--- config.mk ---
export PLATFORM = sky130hd
export DESIGN_NAME = debug_step_dump_ctrl
export DESIGN_NICKNAME = d
export VERILOG_FILES = /design/src/rtl/debug_pkg.sv /design/src/rtl/debug_frame_serializer.sv /design/src/rtl/debug_step_dump_ctrl.sv
export SDC_FILE = /design/constraint.sdc
export NUM_CORES = 1
export LEC_CHECK = 0
export BUFFER_PORTS_ARGS = -buffer_cell sky130_fd_sc_hd__buf_4
export CAP_MARGIN = 15
export CORE_ASPECT_RATIO = 1.5
export CORE_MARGIN = 5
export CORE_UTILIZATION = 40
export DETAILED_ROUTE_END_ITERATION = 8
export PLACE_DENSITY = 0.88
export SLEW_MARGIN = 0
export SYNTH_ARGS = -nofsm -noshare
export SYNTH_HDL_FRONTEND = slang
export SYNTH_SLANG_ARGS = --single-unit
export TNS_END_PERCENT = 30
--- constraint.sdc ---
create_clock -name clk -period 5.1 [get_ports clk]
set_input_delay 0.51 -clock clk [delete_from_list [all_inputs] [get_ports clk]]
set_output_delay 0.51 -clock clk [all_outputs]
set_load 0.03 [all_outputs]
--- src/rtl/debug_pkg.sv ---
// Shared constants and types for the debug step/dump controller.
// Command bytes, frame delimiters, FSM state and frame-section encodings.
package debug_pkg;

  localparam logic [7:0] CMD_RUN   = 8'h63;
  localparam logic [7:0] CMD_PAUSE = 8'h70;
  localparam logic [7:0] CMD_STEP  = 8'h73;
  localparam logic [7:0] CMD_DUMP  = 8'h64;

  localparam logic [7:0] FRAME_HDR = 8'hA5;
  localparam logic [7:0] FRAME_TRL = 8'h5A;

  typedef enum logic [2:0] {
    ST_PAUSED,
    ST_RUN,
    ST_STEP,
    ST_HALTED,
    ST_DUMP
  } ctrl_state_e;

  typedef enum logic [2:0] {
    SEC_IDLE,
    SEC_HDR,
    SEC_REG,
    SEC_STS,
    SEC_TRL
  } frame_sec_e;

  // Counter width for n distinct values; a single-value counter still gets one bit.
  function automatic int cnt_w(input int n);
    return (n > 1) ? $clog2(n) : 1;
  endfunction

endpackage

--- src/rtl/debug_frame_serializer.sv ---
// Byte sequencer for one dump frame: header, register words, control status, trailer.
// Started by a one-cycle start pulse; emits a one-cycle done pulse after the trailer handshake.
module debug_frame_serializer
  import debug_pkg::*;
#(
  parameter int DW   = 32,
  parameter int NREG = 32,
  parameter int SELW = 5,
  parameter int CW   = 16
) (
  input  logic            clk,
  input  logic            reset,
  input  logic            start,
  output logic            done,
  output logic [7:0]      tx_data,
  output logic            tx_valid,
  input  logic            tx_ready,
  output logic [SELW-1:0] dbg_sel,
  input  logic [DW-1:0]   dbg_data,
  input  logic [CW-1:0]   ctrl_status,
  output logic            dumping
);

  localparam int WB = DW / 8;
  localparam int CB = CW / 8;
  localparam int IW = cnt_w(NREG);
  localparam int BW = cnt_w(WB);
  localparam int SW = cnt_w(CB);

  frame_sec_e      sec;
  logic [IW-1:0]   reg_idx;
  logic [BW-1:0]   byte_idx;
  logic [SW-1:0]   sts_idx;
  logic            xfer;

  assign xfer    = tx_valid && tx_ready;
  // reg_idx is parked at 0 outside the register section, so it doubles as dbg_sel.
  assign dbg_sel = SELW'(reg_idx);
  assign dumping = tx_valid;

  // NOTE: sequential state is updated with non-blocking assignments only, so every
  // register samples the pre-edge values regardless of statement order.
  always_ff @(posedge clk) begin
    if (reset) begin
      sec      <= SEC_IDLE;
      reg_idx  <= '0;
      byte_idx <= '0;
      sts_idx  <= '0;
      tx_valid <= 1'b0;
      done     <= 1'b0;
    end else begin
      done <= 1'b0;
      case (sec)
        SEC_IDLE: if (start) begin
          sec      <= SEC_HDR;
          tx_valid <= 1'b1;
        end
        SEC_HDR: if (xfer) sec <= SEC_REG;
        SEC_REG: if (xfer) begin
          if (byte_idx == BW'(WB - 1)) begin
            byte_idx <= '0;
            if (reg_idx == IW'(NREG - 1)) begin
              reg_idx <= '0;
              sec     <= SEC_STS;
            end else begin
              reg_idx <= reg_idx + 1'b1;
            end
          end else begin
            byte_idx <= byte_idx + 1'b1;
          end
        end
        SEC_STS: if (xfer) begin
          if (sts_idx == SW'(CB - 1)) begin
            sts_idx <= '0;
            sec     <= SEC_TRL;
          end else begin
            sts_idx <= sts_idx + 1'b1;
          end
        end
        SEC_TRL: if (xfer) begin
          sec      <= SEC_IDLE;
          tx_valid <= 1'b0;
          done     <= 1'b1;
        end
        default: sec <= SEC_IDLE;
      endcase
    end
  end

  // NOTE: tx_data gets a default before the case so no path leaves it unassigned,
  // which keeps this a pure mux instead of an inferred latch.
  always_comb begin
    tx_data = 8'h00;
    case (sec)
      SEC_HDR: tx_data = FRAME_HDR;
      SEC_REG: tx_data = 8'(dbg_data >> {byte_idx, 3'b000});
      SEC_STS: tx_data = 8'(ctrl_status >> {sts_idx, 3'b000});
      SEC_TRL: tx_data = FRAME_TRL;
      default: tx_data = 8'h00;
    endcase
  end

endmodule

--- src/rtl/debug_step_dump_ctrl.sv ---
// UART debug controller for the pipelined core: run/pause/step command FSM,
// halt-instruction detection, and framed register/status dump via the serializer.
module debug_step_dump_ctrl
  import debug_pkg::*;
#(
  parameter int          DW         = 32,
  parameter int          NREG       = 32,
  parameter int          SELW       = 5,
  parameter int          CW         = 16,
  parameter logic [31:0] HALT_INSTR = 32'hFFFF_FFFF,
  parameter bit          AUTO_DUMP  = 1'b1
) (
  input  logic            clk,
  input  logic            reset,
  input  logic [7:0]      rx_data,
  input  logic            rx_valid,
  output logic [7:0]      tx_data,
  output logic            tx_valid,
  input  logic            tx_ready,
  output logic [SELW-1:0] dbg_sel,
  input  logic [DW-1:0]   dbg_data,
  input  logic [31:0]     instr_latch,
  input  logic [CW-1:0]   ctrl_status,
  output logic            pipe_enable,
  output logic            halted,
  output logic            dumping,
  output logic            cmd_drop
);

  ctrl_state_e state;
  logic        frame_start;
  logic        frame_done;
  logic        halt_hit;

  // Only RUN and STEP enable the pipeline, so this can only fire in those states.
  assign halt_hit = pipe_enable && (instr_latch == HALT_INSTR);

  always_ff @(posedge clk) begin
    if (reset) begin
      state       <= ST_PAUSED;
      pipe_enable <= 1'b0;
      halted      <= 1'b0;
      cmd_drop    <= 1'b0;
      frame_start <= 1'b0;
    end else begin
      cmd_drop    <= 1'b0;
      frame_start <= 1'b0;
      if (halt_hit) begin
        // Halt wins over any command byte arriving in the same cycle.
        pipe_enable <= 1'b0;
        halted      <= 1'b1;
        state       <= AUTO_DUMP ? ST_DUMP : ST_HALTED;
        frame_start <= AUTO_DUMP;
      end else begin
        case (state)
          ST_PAUSED: if (rx_valid) begin
            case (rx_data)
              CMD_RUN: begin
                state       <= ST_RUN;
                pipe_enable <= 1'b1;
              end
              CMD_STEP: begin
                state       <= ST_STEP;
                pipe_enable <= 1'b1;
              end
              CMD_DUMP: begin
                state       <= ST_DUMP;
                frame_start <= 1'b1;
              end
              default: ;
            endcase
          end
          ST_RUN: if (rx_valid && rx_data == CMD_PAUSE) begin
            state       <= ST_PAUSED;
            pipe_enable <= 1'b0;
          end
          ST_STEP: begin
            pipe_enable <= 1'b0;
            if (AUTO_DUMP) begin
              state       <= ST_DUMP;
              frame_start <= 1'b1;
            end else begin
              state <= ST_PAUSED;
            end
          end
          ST_HALTED: if (rx_valid) begin
            if (rx_data == CMD_DUMP) begin
              state       <= ST_DUMP;
              frame_start <= 1'b1;
            end else if (rx_data == CMD_RUN || rx_data == CMD_STEP) begin
              cmd_drop <= 1'b1;
            end
          end
          ST_DUMP: begin
            if (rx_valid) cmd_drop <= 1'b1;
            if (frame_done) state <= halted ? ST_HALTED : ST_PAUSED;
          end
          default: state <= ST_PAUSED;
        endcase
      end
    end
  end

  debug_frame_serializer #(
    .DW   (DW),
    .NREG (NREG),
    .SELW (SELW),
    .CW   (CW)
  ) u_serializer (
    .clk         (clk),
    .reset       (reset),
    .start       (frame_start),
    .done        (frame_done),
    .tx_data     (tx_data),
    .tx_valid    (tx_valid),
    .tx_ready    (tx_ready),
    .dbg_sel     (dbg_sel),
    .dbg_data    (dbg_data),
    .ctrl_status (ctrl_status),
    .dumping     (dumping)
  );

endmodule

# Word-level counts from Yosys, hierarchy flattened
# Index checks and enable logic that the tools add are counted.
# W data, S select, Z words.
op_classes:
  n_shift: 2
  addsub: 3
  n_eq_ne: 36
  muxes: 39
  bitwise_logic: 1
  n_reduce_logical: 20
ops:
  columns: ["cell", "count"]
  rows:
  - ["$mux W3", 14]
  - ["$eq A32 B32 Y1 const B", 1]
  - ["$eq A8 B7 Y1 const B", 4]
  - ["$pmux W8 S4", 1]
  - ["$shr A32 B5 Y8", 1]
  - ["$pmux W3 S5", 2]
  - ["$ne A2 B1 Y1 const B", 8]
  - ["$shr A16 B4 Y8", 1]
  - ["$mux W1", 14]
  - ["$eq A3 B2 Y1 const B", 4]
  - ["$ne A2 B2 Y1 const B", 6]
  - ["$ne A3 B3 Y1 const B", 4]
  - ["$reduce_and A6 Y1", 2]
  - ["$pmux W3 S3", 1]
  - ["$reduce_and A8 Y1", 1]
  - ["$reduce_or A2 Y1", 4]
  - ["$eq A3 B1 Y1 const B", 2]
  - ["$eq A3 B3 Y1 const B", 2]
  - ["$logic_not A3 Y1", 2]
  - ["$pmux W1 S2", 3]
  - ["$reduce_and A3 Y1", 2]
  - ["$add A5 B1 Y5 const B", 1]
  - ["$eq A5 B5 Y1 const B", 1]
  - ["$mux W5", 1]
  - ["15 further kinds", 19]
totals:
  register_bits: 20
  output_inout_bits: 18
  elab_cells: 113

# Depth between registers and ports, before layout
# Gate-level depths: netlist (run 1).
logic_depth:
  depth_word: 6
  ltp_mapped: 7
  ltp_nobuf: 6

# Hierarchy
# From an unflattened synthesis (run 1), not the netlist that was laid out.
hier_totals:
  cells_unflattened: 185
  area_unflattened_um2: 1604.0
modules_own_cells:
  columns: ["mod", "cells_each", "area_per_inst_um2", "instances", "seq_area_each_um2"]
  rows:
  - ["debug_frame_serializer", 118, 1082.3, 1, 260.2]
  - ["debug_step_dump_ctrl", 67, 521.8, 1, 140.1]

# Worst setup path before layout (run 1)
# No wires, ideal clock.
synth_timing:
  kind: "flip-flop to output port"
  from: "register u_serializer.sts_idx"
  to: "output port tx_data[0]"
  stages_incl_launch_ff: 4
  required_time_ns: 4.590
  slack_ns: 2.843
  arrival_ns: 1.747
  path_cell_list: "dfxtp_1 -> buf_1 -> mux2i_1 -> a311oi_1"
synth_between:
  elab_chain_len: 2
synth_lines:
  columns: ["element", "line_no", "text"]
  rows:
  - ["start: declaration", "debug_frame_serializer.sv:33", "logic [SW-1:0] sts_idx;"]
  - ["start signal: assignment", "debug_frame_serializer.sv:77", "sts_idx <= sts_idx + 1'b1;"]
  - ["$shr A16 B4 Y8", "debug_frame_serializer.sv:97", "SEC_STS: tx_data = 8'(ctrl_status >> {sts_idx, 3'b000});"]
  - ["$pmux W8 S4", "debug_frame_serializer.sv:94", "case (sec)"]
  - ["end: declaration", "debug_step_dump_ctrl.sv:17", "output logic [7:0] tx_data,"]
# Every way passes these cells.

# Worst setup path after layout (run 1)
layout_timing:
  from: "register u_serializer.byte_idx[0]"
  to: "output port tx_data[5]"
layout_between:
  elab_chain_len: 2
layout_lines:
  columns: ["element", "line_no", "text"]
  rows:
  - ["start: declaration", "debug_frame_serializer.sv:32", "logic [BW-1:0] byte_idx;"]
  - ["start signal: assignment", "debug_frame_serializer.sv:69", "byte_idx <= byte_idx + 1'b1;"]
  - ["$shr A32 B5 Y8", "debug_frame_serializer.sv:96", "SEC_REG: tx_data = 8'(dbg_data >> {byte_idx, 3'b000});"]
  - ["$pmux W8 S4", "debug_frame_serializer.sv:94", null]
# Every way passes these cells.

==> results of run 1 <==
## sequential cells by signal (all words and copies together) (netlist names)
register and count:
halted 1, u_serializer.dbg_sel 5, u_serializer.sts_idx 1, state 3
u_serializer.done 1, frame_start 1, pipe_enable 1, u_serializer.byte_idx 2
cmd_drop 1, u_serializer.sec 3, u_serializer.dumping 1
## Yosys cell counts (all sizes together), types with 2 or more instances
cell     n
buf      7
a21oi   19
and3     3
nand4    9
nand3    5
nand2   11
a311oi   4
or4      3
nor4     2
a31oi    4
inv      6
and2     4
nor2b    4
o22ai    6
dfxtp   20
clkbuf   5
o21ai    6
mux2i   12
nor2    19
nor3     2
and3b    2
ha       3
mux4     8
## tightest hold or removal path, cell delays in order, from the launching register on
cell     delay [ns]
dfxtp_1        0.33
inv_1          0.07
a21oi_1        0.06
## routing by layer
layer / vias to the layer above / part of all wire, %
met5: - / 0
met4: 0 / 2.6
met3: 12 / 7.1
met2: 83 / 56
met1: 826 / 34
li1: 898 / -
## cell families (layout without fill, tap and decap cells)
| group | Yosys count | in the layout | share of synthesized area, % |
|---|---|---|---|
| adder cells (fa/ha/maj) | 4 | 4 | 3.17 |
| multiplexers | 20 | 20 | 19.5 |
| flip-flops | 20 | 20 | 26.0 |
| AO/OA/AOI/OAI | 48 | 48 | 19.4 |
| XOR/XNOR | 2 | 2 | 1.14 |
| buffers and inverters | 18 | 119 | 5.44 |
| AND/OR/NAND/NOR | 69 | 69 | 25.3 |
## worst min-delay path by stage
stage	startpoint	end	slack [ns]	depth (start not counted)
2_1_floorplan	u_serializer.done$_SDFF_PP0_	state[2]$_SDFFE_PP0P_	0.48	2
3_3_place_gp	halted$_SDFFE_PP0P_	halted$_SDFFE_PP0P_	0.48	2
3_5_place_dp	halted$_SDFFE_PP0P_	halted$_SDFFE_PP0P_	0.49	2
4_1_cts	rx_valid	cmd_drop$_SDFF_PP0_	0.50	2
5_1_grt	rx_valid	cmd_drop$_SDFF_PP0_	0.50	2
6_report	halted$_SDFFE_PP0P_	halted$_SDFFE_PP0P_	0.50	2
## through the flow
step                util [%]  worst slack [ns]  instance area [um^2]
floorplan                  -              2.84                  1540
global placement        63.3              2.90                  2350
detailed placement      63.3              2.85                  2350
CTS                     65.2              2.56                  2420
global route            65.2              2.44                  2420
finish                  65.2              2.59                  2420
## cell type report
| class | instances | area, um^2 | share of cell area (%) |
|---|---|---|---|
| Sequential cell | 20 | 400 | 16.5 |
| Clock buffer | 3 | 41.3 | 1.70 |
| Clock inverter | 1 | 30.0 | 1.24 |
| Inverter | 6 | 22.5 | 0.930 |
| Timing Repair Buffer | 109 | 818 | 33.8 |
| Multi-Input combinational cell | 143 | 1060 | 43.6 |
| Tap cell | 43 | 53.8 | 2.22 |
## report_power, final
part	internal, mW	total [mW]	leakage, nW	switching (mW)
logic	0.0601	0.0895	0.859	0.0294
registers	0.157	0.161	0.161	0.00442
clock network	0.105	0.158	0.0357	0.0535
==> summary.md, run 1 <==
| Metric | Value |
|---|---|
| Netlist cell types | `48` |
| Antenna Nets Post-Route | `0` |
| Number of global-route vias before repair | `1,891` |
| Synth warn | `0` |
| FF-to-FF End | `u_serializer.dbg_sel[2]$_SDFFE_PP0P_` |
| Dpl cells | `321` |
| Max Slew Vio Count | `0` |
| Ys async rst share | `0%` |
| Die Wd | `60.7 um` |
| Post-synth EDFFs | `0` |
| Clock Sinks | `20` |
| Final cell count without fillers | `325` |
| Data required time of the worst path | `4.59 ns` |
| CP max stage delay | `0.71 ns` |
| Post-CTS Setup Inserts | `0` |
| Worst setup path endpoint | `tx_data[5]` |
| Final setup viols | `0` |
| CTS Root Cell | `clkbuf_8` |
| Hold slack | `0.501 ns` |
| Crit-path slowest cell | `dfxtp_1` |
| Register bit count reported by yosys | `20` |
| Initial core utilization | `41.4%` |
| Critical path origin | `u_serializer.byte_idx[0]$_SDFFE_PP0P_` |
| Avg Cell Area, Syn | `8.51 um^2` |
| Lkg Pwr | `1.06 nW` |
| # resized after CTS | `0` |
| Initial antenna violation count | `0` |
| Max cap viols | `0` |
| Met2 Usage GRT | `37.3%` |
| Stages on the worst setup path | `4` |
| Reg2reg start | `u_serializer.byte_idx[0]$_SDFFE_PP0P_` |
| GRT Total Usage | `19.9%` |
| Routed len/inst | `15.4 um` |
| Final Hold Vio Count | `0` |
| Most frequent cells in the layout | `buf_4 (109), dfxtp_1 (20), nor2_1 (19), a21oi_1 (19), mux2i_1 (12)` |
| Drt via density | `5.60` |
| Final Skew | `0.00808 ns` |
| Slew headroom | `56.5%` |
| CTS tree | `done` |
| Worst ir drop on vdd | `203 uV` |
| Critical path arrival | `2.00 ns` |
| WS Path Type | `flop to output pin` |
| CP Max Fanout | `11` |
| Htree depth | `1` |
| DRT Pass-1 Iters | `4` |
| Total number of vias | `1,819` |
| Final net count | `378` |
| Row count | `27` |
| Share of the synthesized area in the top cell type | `26.0%` |
| R2R depth | `4` |
| Worst-skew pair later-pin latency | `0.26 ns` |
| CP Cell Sequence | `mux4_2 -> a21oi_1 -> a311oi_1 -> buf_4` |
| Ant diodes | `0` |
| Main synth FF type | `dfxtp_1` |
| Clock-pin slew on the worst setup and hold paths | `0.08 ns` |
| R2R Setup Slk | `3.23 ns` |
| Overall Power | `409 uW` |
| # IOs | `110` |
| Mapped Cells | `181` |
| Global route hottest layer | `met2` |
| Mapped cell area | `0.00154 mm^2` |
| CTS Buf Count | `3` |
| FILL cells | `320` |
| Fmax | `398 MHz` |
| Share of layout cells above drive strength 1 | `45.0%` |
| RSZ-0062 raised after global routing | `no` |
| DR iter-0 viols | `93` |
| Area contributors post-synth | `dfxtp_1 (26%), mux4_2 (12%), mux2i_1 (7.8%)` |
| Largest net degree at the start of global routing | `22` |
| Die height | `86 um` |
| Most common cell after layout, fill and taps aside | `buf_4` |
| Crit path max-delay family | `flip-flops` |
| Setup_tns | `0 ns` |
| Core region area | `0.00372 mm^2` |
| First-pass GRT wire length | `8.18 mm` |
| Longest Clk Path Bufs | `2` |
| Seq/Total Area, Yosys | `26.0%` |
| Met1 Usage GRT | `21.9%` |
| Final wirelength | `5.02 mm` |
| # port buffers | `109` |
| Met3 Use GR | `2.56%` |
| Pwr Density | `169 mW/mm^2` |
| Final worst path period share | `49.3%` |
| Worst slew pin tran | `0.652 ns` |
| Buf+Inv Stages, Crit Path | `1` |
| Element type at the critical path end | `output pin` |
| Drc violations | `0` |
| Synthesized Nets | `276` |
| Gr ovfl total | `0` |
| Die area | `0.00522 mm^2` |
| Status | `complete, no violations` |
| Routability Congestion | `0.790` |
| Final HPWL DP | `4.20 mm` |
| Hold Path Class | `flop to flop` |
| Synthesis-to-finish area growth | `57.3%` |
| Cell taking the most area after synthesis | `dfxtp_1` |
| Crit start category | `flop` |
| Final min period | `2.51 ns` |
| Cts hold-fix bufs | `0` |
No activity file was read; power rests on OpenSTA's default activity.
==> run 2: changes to the inputs <==
- CORE_UTILIZATION: 40 -> 37
- PLACE_DENSITY: 0.88 -> 0.86
- clock period: 5.1 -> 2.25 ns (I/O delays scaled with it)
==> run 2 against run 1 <==
  * Wire length down 0.42%
  * Power up 130%
  * Non-clock buffer count up 3
  * Via count up 1.2%
  * Clock skew down 0.0036 ns
  * Highest routed layer unchanged
==> summary.md, run 2 (same netlist as run 1, synthesis figures left out) <==
| Metric | Value |
|---|---|
| Status | `complete, no violations (unchanged)` |
| Hold slack | `0.220 ns (was 0.501 ns)` |
| Final Hold Vio Count | `0 (unchanged)` |
| Row count | `28 (was 27)` |
| Final Skew | `0.00451 ns (was 0.00808 ns)` |
| GRT Total Usage | `17.3% (was 19.9%)` |
| Critical path origin | `u_serializer.sec[1]$_SDFFE_PP0P_ (was u_serializer.byte_idx[0]$_SDFFE_PP0P_)` |
| Htree depth | `1 (unchanged)` |
| Final wirelength | `4.99 mm (was 5.02 mm)` |
| Register Area | `400 um^2 (unchanged)` |
| Slew headroom | `56.3% (was 56.5%)` |
| CTS tree | `done (unchanged)` |
| # IOs | `110 (unchanged)` |
| Fmax | `491 MHz` |
| Hold Path Class | `input port to flop (was flop to flop)` |
| Max cap viols | `0 (unchanged)` |
| Critical path arrival | `1.81 ns (was 2.00 ns)` |
| Final min period | `2.04 ns` |
| Most common cell after layout, fill and taps aside | `buf_4 (unchanged)` |
| Worst slew pin tran | `0.654 ns (was 0.652 ns)` |
| Worst setup path endpoint | `tx_data[6] (was tx_data[5])` |
| Max Slew Vio Count | `0 (unchanged)` |
| Final setup viols | `0 (unchanged)` |
| Routed len/inst | `15.1 um (was 15.4 um)` |
| Ant diodes | `0 (unchanged)` |
| # resized after CTS | `0 (unchanged)` |
| Worst-skew pair later-pin latency | `0.26 ns (about the same)` |
| Initial core utilization | `38.6% (was 41.4%)` |
| Antenna Nets Post-Route | `0 (unchanged)` |
| R2R depth | `4 (unchanged)` |
| Routability Congestion | `0.836 (was 0.790)` |
| Largest net degree at the start of global routing | `22 (unchanged)` |
| # port buffers | `109 (unchanged)` |
| Share of layout cells above drive strength 1 | `45.6% (was 45.0%)` |
| Die height | `89.0 um (was 86 um)` |
| Pwr Density | `381 mW/mm^2 (was 169 mW/mm^2)` |
| Clock-pin slew on the worst setup and hold paths | `0.08 ns (about the same)` |
| Post-CTS Setup Inserts | `0 (unchanged)` |
| Die Wd | `62.7 um (was 60.7 um)` |
| FF-to-FF End | `u_serializer.dbg_sel[2]$_SDFFE_PP0P_ (unchanged)` |
| Setup_tns | `0 ns (unchanged)` |
| Number of flip-flops in the largest register | `5 (unchanged)` |
| Gr ovfl total | `0 (unchanged)` |
| Overall Power | `932 uW (was 409 uW)` |
| DRT Pass-1 Iters | `4 (unchanged)` |
| WS Path Type | `flop to output pin (unchanged)` |
| CTS Root Cell | `clkbuf_8 (unchanged)` |
| Worst ir drop on vdd | `519 uV (was 203 uV)` |
| Final cell count without fillers | `330 (was 325)` |
| Most frequent cells in the layout | `buf_4 (112), dfxtp_1 (20), nor2_1 (19), a21oi_1 (19), mux2i_1 (12) (was buf_4 (109), dfxtp_1 (20), nor2_1 (19), a21oi_1 (19), mux2i_1 (12))` |
| CTS Buf Count | `3 (unchanged)` |
| R2R Setup Slk | `0.46 ns (was 3.23 ns)` |
| First-pass GRT wire length | `7.99 mm (was 8.18 mm)` |
| Area occupied by multi-input gates | `0.00106 mm^2 (unchanged)` |
| Element type at the critical path end | `output pin (unchanged)` |
| Core region area | `0.00399 mm^2 (was 0.00372 mm^2)` |
| RSZ-0062 raised after global routing | `no (unchanged)` |
| Drc violations | `0 (unchanged)` |
| Crit start category | `flop (unchanged)` |
| Cts hold-fix bufs | `0 (unchanged)` |
| Die area | `0.00558 mm^2 (was 0.00522 mm^2)` |
| Reg2reg start | `u_serializer.sec[1]$_SDFFE_PP0P_ (was u_serializer.byte_idx[0]$_SDFFE_PP0P_)` |
| Data required time of the worst path | `2.03 ns (was 4.59 ns)` |
| Lkg Pwr | `1.07 nW (was 1.06 nW)` |
| Clock Sinks | `20 (unchanged)` |
| Final worst path period share | `90.6%` |
| Longest Clk Path Bufs | `2 (unchanged)` |
| Total number of vias | `1,840 (was 1,819)` |
| Initial antenna violation count | `0 (unchanged)` |
| Min-delay src | `rx_valid (was halted$_SDFFE_PP0P_)` |
| Final net count | `381 (was 378)` |
| Drt via density | `5.58 (was 5.60)` |
| CP Max Fanout | `14 (was 11)` |
| Final HPWL DP | `4.14 mm (was 4.20 mm)` |
| FILL cells | `372 (was 320)` |
| Dpl cells | `326 (was 321)` |
| Number of global-route vias before repair | `1,865 (was 1,891)` |
| DR iter-0 viols | `128 (was 93)` |
| Synthesis-to-finish area growth | `58.9% (was 57.3%)` |
run 2: worst min path at each step:
stage,depth (start not counted),to,slack (ns)
6_report,2,cmd_drop$_SDFF_PP0_,0.22
5_1_grt,2,cmd_drop$_SDFF_PP0_,0.21
4_1_cts,2,cmd_drop$_SDFF_PP0_,0.22
3_5_place_dp,2,cmd_drop$_SDFF_PP0_,0.49
3_3_place_gp,2,cmd_drop$_SDFF_PP0_,0.50
2_1_floorplan,1,cmd_drop$_SDFF_PP0_,0.37
run 2: metrics by stage:
step / utilization (%) / setup slack, ns / area [um^2]
floorplan: - / 0.278 / 1540
global placement: 59.5 / 0.561 / 2380
detailed placement: 59.5 / 0.492 / 2380
CTS: 61.3 / 0.222 / 2450
global route: 61.3 / 0.0514 / 2450
finish: 61.3 / 0.212 / 2450
run 2: cell type report:
| type | instances | share of cell area, % |
|---|---|---|
| sequential | 20 | 16.4 |
| timing repair buffer | 112 | 34.4 |
| clock inverter | 1 | 1.23 |
| multi-input combinational | 143 | 43.1 |
| tap | 45 | 2.30 |
| clock buffer | 3 | 1.69 |
| inverter | 6 | 0.920 |
run 2: layer usage:
layer | share of wire (%) | vias up | GRT usage (%)
li1 | - | 905 | -
met1 | 37 | 855 | 17.7
met2 | 55 | 75 | 33.8
met3 | 7.4 | 5 | 5.53
met4 | 0.82 | 0 | 4.44
met5 | 0 | - | 0
run 2: critical path: stages (launching register included):
cell and delay (ns):
dfxtp_1 0.60, nor2b_4 0.33, nand2_1 0.17, o22ai_1 0.25
buf_4 0.20
run 2: where the power goes:
group	switching (mW)	internal, mW
combinational	0.0667	0.136
clock	0.125	0.238
sequential	0.0101	0.356
